**config.mk**
```make
export PLATFORM = sky130hd
export DESIGN_NAME = uart_rx
export DESIGN_NICKNAME = d
export VERILOG_FILES = /design/src/rtl/uart_rx.sv
export SDC_FILE = /design/constraint.sdc
export NUM_CORES = 1
export LEC_CHECK = 0
export CAP_MARGIN = 20
export CORE_ASPECT_RATIO = 0.75
export CORE_MARGIN = 10
export CORE_UTILIZATION = 53
export DETAILED_ROUTE_END_ITERATION = 16
export PLACE_DENSITY_LB_ADDON = 0.3
export SETUP_SLACK_MARGIN = 0.3
export SLEW_MARGIN = 10
export SYNTH_ARGS = -nofsm -noshare
export SYNTH_HDL_FRONTEND = slang
export SYNTH_SLANG_ARGS = --single-unit
export TNS_END_PERCENT = 30
```
**constraint.sdc**
```tcl
create_clock -name CLK -period 4.3 [get_ports CLK]
set_input_delay 0.86 -clock CLK [delete_from_list [all_inputs] [get_ports CLK]]
set_output_delay 0.86 -clock CLK [all_outputs]
set_load 0.005 [all_outputs]
```
**src/rtl/uart_rx.sv**
```systemverilog
// Oversampling UART receiver: start, DATA_WIDTH bits LSB first, optional parity, stop.
// Define UART_RX_MAJORITY_EN to take each bit as a 2-of-3 vote around mid-bit.
`timescale 1ns/1ps
module uart_rx #(
   parameter int unsigned DATA_WIDTH = 8
) (
   input  logic                  CLK,
   input  logic                  RST,
   input  logic                  RX_IN,
   input  logic [5:0]            Prescale,
   input  logic                  PAR_EN,
   input  logic                  PAR_TYP,
   output logic [DATA_WIDTH-1:0] P_DATA,
   output logic                  Data_Valid,
   output logic                  Parity_Error,
   output logic                  Stop_Error
);

   localparam int unsigned BcW = $clog2(DATA_WIDTH + 1);

   typedef enum logic [2:0] {StIdle, StStart, StData, StParity, StStop} state_e;

   state_e                r_state, w_state_nxt;
   logic [5:0]            r_edge_cnt, r_presc;
   logic                  r_par_en, r_par_typ;
   logic [BcW-1:0]        r_bit_cnt;
   logic [DATA_WIDTH-1:0] r_shift;
   logic                  r_perr, r_serr, r_done;
   logic [5:0]            w_half;
   logic                  w_last, w_bits_done, w_bit, w_start_det;

   assign w_half      = {1'b0, r_presc[5:1]};
   assign w_start_det = (r_state == StIdle) && !RX_IN;
   assign w_last      = (r_state != StIdle) && (r_edge_cnt == r_presc - 6'd1);
   assign w_bits_done = (r_bit_cnt == BcW'(DATA_WIDTH - 1));

`ifdef UART_RX_MAJORITY_EN
   logic [2:0] r_samp;

   assign w_bit = (r_samp[0] & r_samp[1]) | (r_samp[0] & r_samp[2]) | (r_samp[1] & r_samp[2]);

   always_ff @(posedge CLK or negedge RST) begin
      if (!RST) begin
         r_samp <= 3'b000;
      end else if (r_state != StIdle) begin
         if (r_edge_cnt == w_half - 6'd1) r_samp[0] <= RX_IN;
         if (r_edge_cnt == w_half)        r_samp[1] <= RX_IN;
         if (r_edge_cnt == w_half + 6'd1) r_samp[2] <= RX_IN;
      end
   end
`else
   logic r_samp;

   assign w_bit = r_samp;

   always_ff @(posedge CLK or negedge RST) begin
      if (!RST) begin
         r_samp <= 1'b0;
      end else if ((r_state != StIdle) && (r_edge_cnt == w_half)) begin
         r_samp <= RX_IN;
      end
   end
`endif

   always_ff @(posedge CLK or negedge RST) begin
      if (!RST) begin
         r_state <= StIdle;
      end else begin
         r_state <= w_state_nxt;
      end
   end

   always_comb begin
      w_state_nxt = r_state;
      unique case (r_state)
         StIdle:   if (!RX_IN) w_state_nxt = StStart;
         StStart:  if (w_last) w_state_nxt = w_bit ? StIdle : StData;
         StData:   if (w_last && w_bits_done) w_state_nxt = r_par_en ? StParity : StStop;
         StParity: if (w_last) w_state_nxt = StStop;
         StStop:   if (w_last) w_state_nxt = StIdle;
         default:  w_state_nxt = StIdle;
      endcase
   end

   always_ff @(posedge CLK or negedge RST) begin
      if (!RST) begin
         r_edge_cnt <= 6'd0;
         r_presc    <= 6'd0;
         r_par_en   <= 1'b0;
         r_par_typ  <= 1'b0;
         r_bit_cnt  <= '0;
         r_shift    <= '0;
         r_perr     <= 1'b0;
         r_serr     <= 1'b0;
         r_done     <= 1'b0;
      end else begin
         r_done <= 1'b0;
         // Start-detect edge is bit-edge 0, so the counter resumes at 1
         if (w_start_det) begin
            r_edge_cnt <= 6'd1;
            r_presc    <= Prescale;
            r_par_en   <= PAR_EN;
            r_par_typ  <= PAR_TYP;
            r_bit_cnt  <= '0;
            r_perr     <= 1'b0;
         end else if ((r_state == StIdle) || w_last) begin
            r_edge_cnt <= 6'd0;
         end else begin
            r_edge_cnt <= r_edge_cnt + 6'd1;
         end
         if (w_last) begin
            if (r_state == StData) begin
               r_shift   <= {w_bit, r_shift[DATA_WIDTH-1:1]};
               r_bit_cnt <= w_bits_done ? '0 : r_bit_cnt + BcW'(1);
            end
            if (r_state == StParity) begin
               r_perr <= (^r_shift) ^ w_bit ^ r_par_typ;
            end
            if (r_state == StStop) begin
               r_serr <= ~w_bit;
               r_done <= 1'b1;
            end
         end
      end
   end

   // Outputs follow one cycle after the frame closes
   always_ff @(posedge CLK or negedge RST) begin
      if (!RST) begin
         P_DATA       <= '0;
         Data_Valid   <= 1'b0;
         Parity_Error <= 1'b0;
         Stop_Error   <= 1'b0;
      end else begin
         Data_Valid <= 1'b0;
         if (r_done) begin
            Parity_Error <= r_perr;
            Stop_Error   <= r_serr;
            if (!r_perr && !r_serr) begin
               P_DATA     <= r_shift;
               Data_Valid <= 1'b1;
            end
         end
      end
   end

endmodule

```
* Word level (Yosys, flattened, before mapping) *
Index checks and enable logic that the tools add are counted.

word-level totals
  input bits = 11
  output and inout bits = 11
  register bits = 44

operators by class
  $add $sub $neg = 3
  equality and inequality tests = 12
  reductions and logical operators = 16
  muxes and demuxes = 21
  bitwise gates (word level) = 3

operators by type and width
  operator                                             number
  2-to-1 mux 3 bit                                     6
  2-to-1 mux 4 bit                                     4
  one-hot mux 3 bit (5 select lines)                   1
  2-to-1 mux 6 bit                                     2
  inequality test 2 bit, second input constant         5
  parity 8 bit                                         1
  2-to-1 mux 1 bit                                     7
  adder 6 x 1 -> 6 bit, second input constant          1
  equality test 3 x 2 -> 1 bit, second input constant  2
  equality test 6 x 5 -> 1 bit                         1
  equality test 6 bit                                  1
  AND reduction 2 bit                                  3
  subtractor 6 x 1 -> 6 bit, second input constant     1
  logical AND 1 bit                                    5
  AND reduction 5 bit                                  1
  adder 4 x 1 -> 4 bit, second input constant          1
  equality test 4 x 3 -> 1 bit, second input constant  1
  equality test 3 x 1 -> 1 bit, second input constant  1
  equality test 3 bit, second input constant           1
  logical NOT 1 bit                                    3
  logical NOT 3 bit                                    1
  nonzero test 3 bit                                   1
  2-to-1 mux 2 bit                                     1
  bitwise XOR 1 bit                                    2
  2 further kinds                                      2

* Logic depth before layout (Yosys ltp) *
  word-level depth = 6
  mapped depth = 8
  mapped depth without buffers = 7

* Least setup slack after synthesis *
Ideal clock, no wire load.

  kind = reg-to-reg
  start point = register r_presc[0]
  end point = register r_shift[2]
  arrival = 2035 ps
  cell stages (with the launch flop) = 9
  required time = 4175 ps
  setup slack = 2140 ps
  cells stage by stage = dfrtp_1 > inv_1 > ha_1 > and2b_1 > or3_1 > a31oi_4 > nand4bb_2 > buf_4 > mux2_2

between the ends
  cells in the longest elaborated chain, start to end = 4

ends and longest elaborated chain
  what                                  RTL line  RTL
  from (decl)                           24        logic [5:0] r_edge_cnt, r_presc;
  from (signal assigned)                101       r_presc <= Prescale;
  subtractor 6 x 1 -> 6 bit             34        assign w_last = (r_state != StIdle) && (r_edge_cnt == r_presc - 6'd1);
  equality test 6 bit                   34
  logical AND 1 bit                     34
  AND reduction 2 bit (no source line)  -
  to (signal assigned)                  113       r_shift <= {w_bit, r_shift[DATA_WIDTH-1:1]};
  to (decl)                             27        logic [DATA_WIDTH-1:0] r_shift;

No other way between the ends.
A chain may end at the register's enable or synchronous reset.

* Final worst setup path *
  start point = register r_presc[0]
  end point = register r_shift[7]

The elaborated chain is that of the path after synthesis.

==> flow_metrics.env <==
export IMPL_cts_buffers=5
export IMPL_routabilityCongestion=0.883
export IMPL_vias=1484
export IMPL_p_per_area_mw_per_mm2=578
export IMPL_fillers=345
export IMPL_cts_setup_buffers=0
export IMPL_synth_ff_type="dfrtp_1"
export IMPL_core_sq_mm=0.00405
export IMPL_total_power_mw=1.49
export IMPL_utilization_pct=63.5
export IMPL_ys_warn_count=0
export IMPL_cpMaxStageDelayCell="dfrtp_1"
export IMPL_design_area_sq_mm=0.00257
export IMPL_synth_xor_area_share_pct=9.39
export IMPL_synth_seq_area_share_pct=49.2
export IMPL_crit_chain="inv_1, ha_1, and2b_1, or3_1, a31oi_4, nand4bb_2, mux2_2"
export IMPL_startpoint_type="flop"
export IMPL_gr_total_overflow=0
export IMPL_area_growth_pct=15.0
export IMPL_routedWlPerCell_um=14.7
export IMPL_gr_usage_all_layers_pct=12.1
export IMPL_async_flop_share_pct=100
export IMPL_grt_max_degree=45
export IMPL_antenna_found_initial=0
export IMPL_io_buffers=21
export IMPL_cts_root_buffer="clkbuf_8"
export IMPL_worst_setup_path_end_kind="flop"
export IMPL_p_leak_nw=1.20
export IMPL_grt_setup_unrepaired="no"
export IMPL_cts_resized=0
export IMPL_hold_viol=0
export IMPL_synth_adder_area_share_pct=1.68
export IMPL_die_x_um=95.0
export IMPL_layout_common_cells="dfrtp_1, nand2_1, clkdlybuf4s50_1"
export IMPL_drc_errors=0
export IMPL_clock_skew_ns=0.00818
export IMPL_grt_pass1_wl_um=7040
export IMPL_max_freq_ghz=0.407
export IMPL_n_antenna_cell=0
export IMPL_synth_compound_area_share_pct=6.15
export IMPL_clk_latency_ns=0.30
export IMPL_num_rows=20
export IMPL_drtIter0Drc=85
export IMPL_slew_headroom_pct=36.6
export IMPL_hp_class="reg2reg"
export IMPL_clock_path_buffers=2
export IMPL_worst_ep_arrival_time_ns=2.65
export IMPL_synth_area_sq_mm=0.00224
export IMPL_critPathBufInv=1
export IMPL_die_height_um=76.3
export IMPL_synth_mux_area_share_pct=12.2
export IMPL_critPathMaxStageDelay_ns=0.41
export IMPL_ant_nets=0
export IMPL_via_per_inst=5.34
export IMPL_path_clk_slew_ns=0.09
export IMPL_post_dp_hpwl_um=2970
export IMPL_drive_gt1_share_pct=17.0
export IMPL_cts_tree="yes"
export IMPL_synth_edff_count=0
export IMPL_synth_simple_area_share_pct=17.8
export IMPL_fin_crit_sh_pct=57.1
export IMPL_cap_violations=0
export IMPL_run_status="finished, final reports clean"
export IMPL_fin_nets=236
export IMPL_slew_violations=0
export IMPL_syn_num_nets=217
export IMPL_syn_area_per_cell_sq_um=11.0
export IMPL_fin_cells=278
export IMPL_peakVddDrop_mv=0.440
export IMPL_critPathRequiredTime_ns=4.49
export IMPL_finalSetupTns_ns=0
export IMPL_post_dp_cell_area_sq_mm=0.00246
export IMPL_critPathTopFamily="simple AND/OR/NAND/NOR gates"
export IMPL_wl_um=4070
export IMPL_grt_pass1_vias=1432
export IMPL_crit_type="reg2reg"
export IMPL_setup_viol=0
export IMPL_htree_levels=2
export IMPL_cts_sinks=44
export IMPL_drtPass1Iterations=4
export IMPL_io_pins=22
export IMPL_cp_max_fo=12
export IMPL_ctsHoldBuffers=0
export IMPL_initial_core_util_pct=55.2
export IMPL_ys_seq_elements=44
export IMPL_synth_top_family_by_area="simple AND/OR/NAND/NOR gates"
export IMPL_placed_cells=270
export IMPL_synth_cells=203
export IMPL_synth_cell_types=40
export IMPL_timing_final_crit_period_ns=2.46
export IMPL_tightestPinTransition_ns=0.950
export IMPL_dieArea_sq_mm=0.00725
export IMPL_final_common_cell="dfrtp_1"
## tightest hold or removal path, stage by stage, from the launching register on
cell and delay (ns):
dfrtp_1 0.36, nand2_1 0.05, nand2_1 0.06
## power breakdown
group / internal [mW] / total, mW / leakage [nW] / switching (mW)
Combinational: 0.256 / 0.540 / 0.559 / 0.284
Sequential: 0.499 / 0.633 / 0.591 / 0.134
Clock: 0.172 / 0.315 / 0.0541 / 0.143
## flip-flops by register name (all words and copies together) (netlist names)
signal and count:
r_bit_cnt 4, Parity_Error 1, r_done 1, r_state 3, r_par_en 1, r_shift 8
r_perr 1, r_edge_cnt 6, r_par_typ 1, Data_Valid 1, r_presc 6, P_DATA 8
r_serr 1, Stop_Error 1, r_samp 1
## through the flow
stage | worst slack (ns) | hold WS (ns)
detailed placement | 1.83 | 0.486
floorplan | 2.14 | 0.467
global route | 1.71 | 0.531
finish | 1.84 | 0.501
CTS | 1.83 | 0.508
global placement | 1.89 | 0.489
## final timing paths
check | from | end | slack, ns | cells after the start
worst max-delay path | r_presc[0] | r_shift[7] | 1.84 | 7
worst max register to register | r_presc[0] | r_shift[7] | 1.84 | 7
max in group asynchronous | RST | Data_Valid | 3.01 | 1
worst min-delay path | r_par_typ | r_par_typ | 0.50 | 2
min in group asynchronous | RST | r_par_typ | 0.71 | 1
worst min register to register | r_par_typ | r_par_typ | 0.50 | 2
## cell usage after synthesis, drive strengths merged, types with 2 or more instances
| library cell | instances | area (sq um) |
|---|---|---|
| ha | 3 | 37.5 |
| dfrtp | 44 | 1100 |
| mux2i | 6 | 60.1 |
| a31oi | 4 | 40.0 |
| o21ai | 4 | 20.0 |
| nand3 | 4 | 20.0 |
| nor4 | 3 | 33.8 |
| nand2b | 3 | 18.8 |
| nor2b | 2 | 12.5 |
| clkbuf | 7 | 26.3 |
| mux2 | 19 | 214 |
| nand4 | 4 | 25.0 |
| or3 | 3 | 18.8 |
| nand2 | 29 | 109 |
| nor2 | 8 | 30.0 |
| nor3 | 10 | 50.1 |
| xnor2 | 17 | 149 |
| xor2 | 7 | 61.3 |
| inv | 6 | 22.5 |
| buf | 3 | 30.0 |
## routing by layer
metal  global-route usage, %  part of all wire (%)  vias up
met5                       0                     0        -
met4                    4.48                  0.76        0
met3                    3.84                   6.1        4
met2                    15.9                    43       34
met1                    17.6                    50      712
li1                        -                     -      734
## cells by family (layout without fill, tap and decap cells)
| kind of cell | count (synthesis) | count (layout) |
|---|---|---|
| xor+xnor | 24 | 24 |
| compound gates | 16 | 16 |
| flops | 44 | 44 |
| simple gates | 75 | 75 |
| buf+inv | 16 | 36 |
| fa+ha+maj | 3 | 3 |
| mux | 25 | 25 |
## layout make-up
cell class                      instances  area (sq um)  area share [%]
Sequential cell                        44          1100            42.8
Clock buffer                            5          68.8            2.67
Tap cell                               55          68.8            2.67
Inverter                                6          22.5           0.875
Clock inverter                          3          42.5            1.65
Multi-Input combinational cell        143          1060            41.1
Timing Repair Buffer                   22           213            8.26
Note: power is estimated with default switching activity, not from simulation.
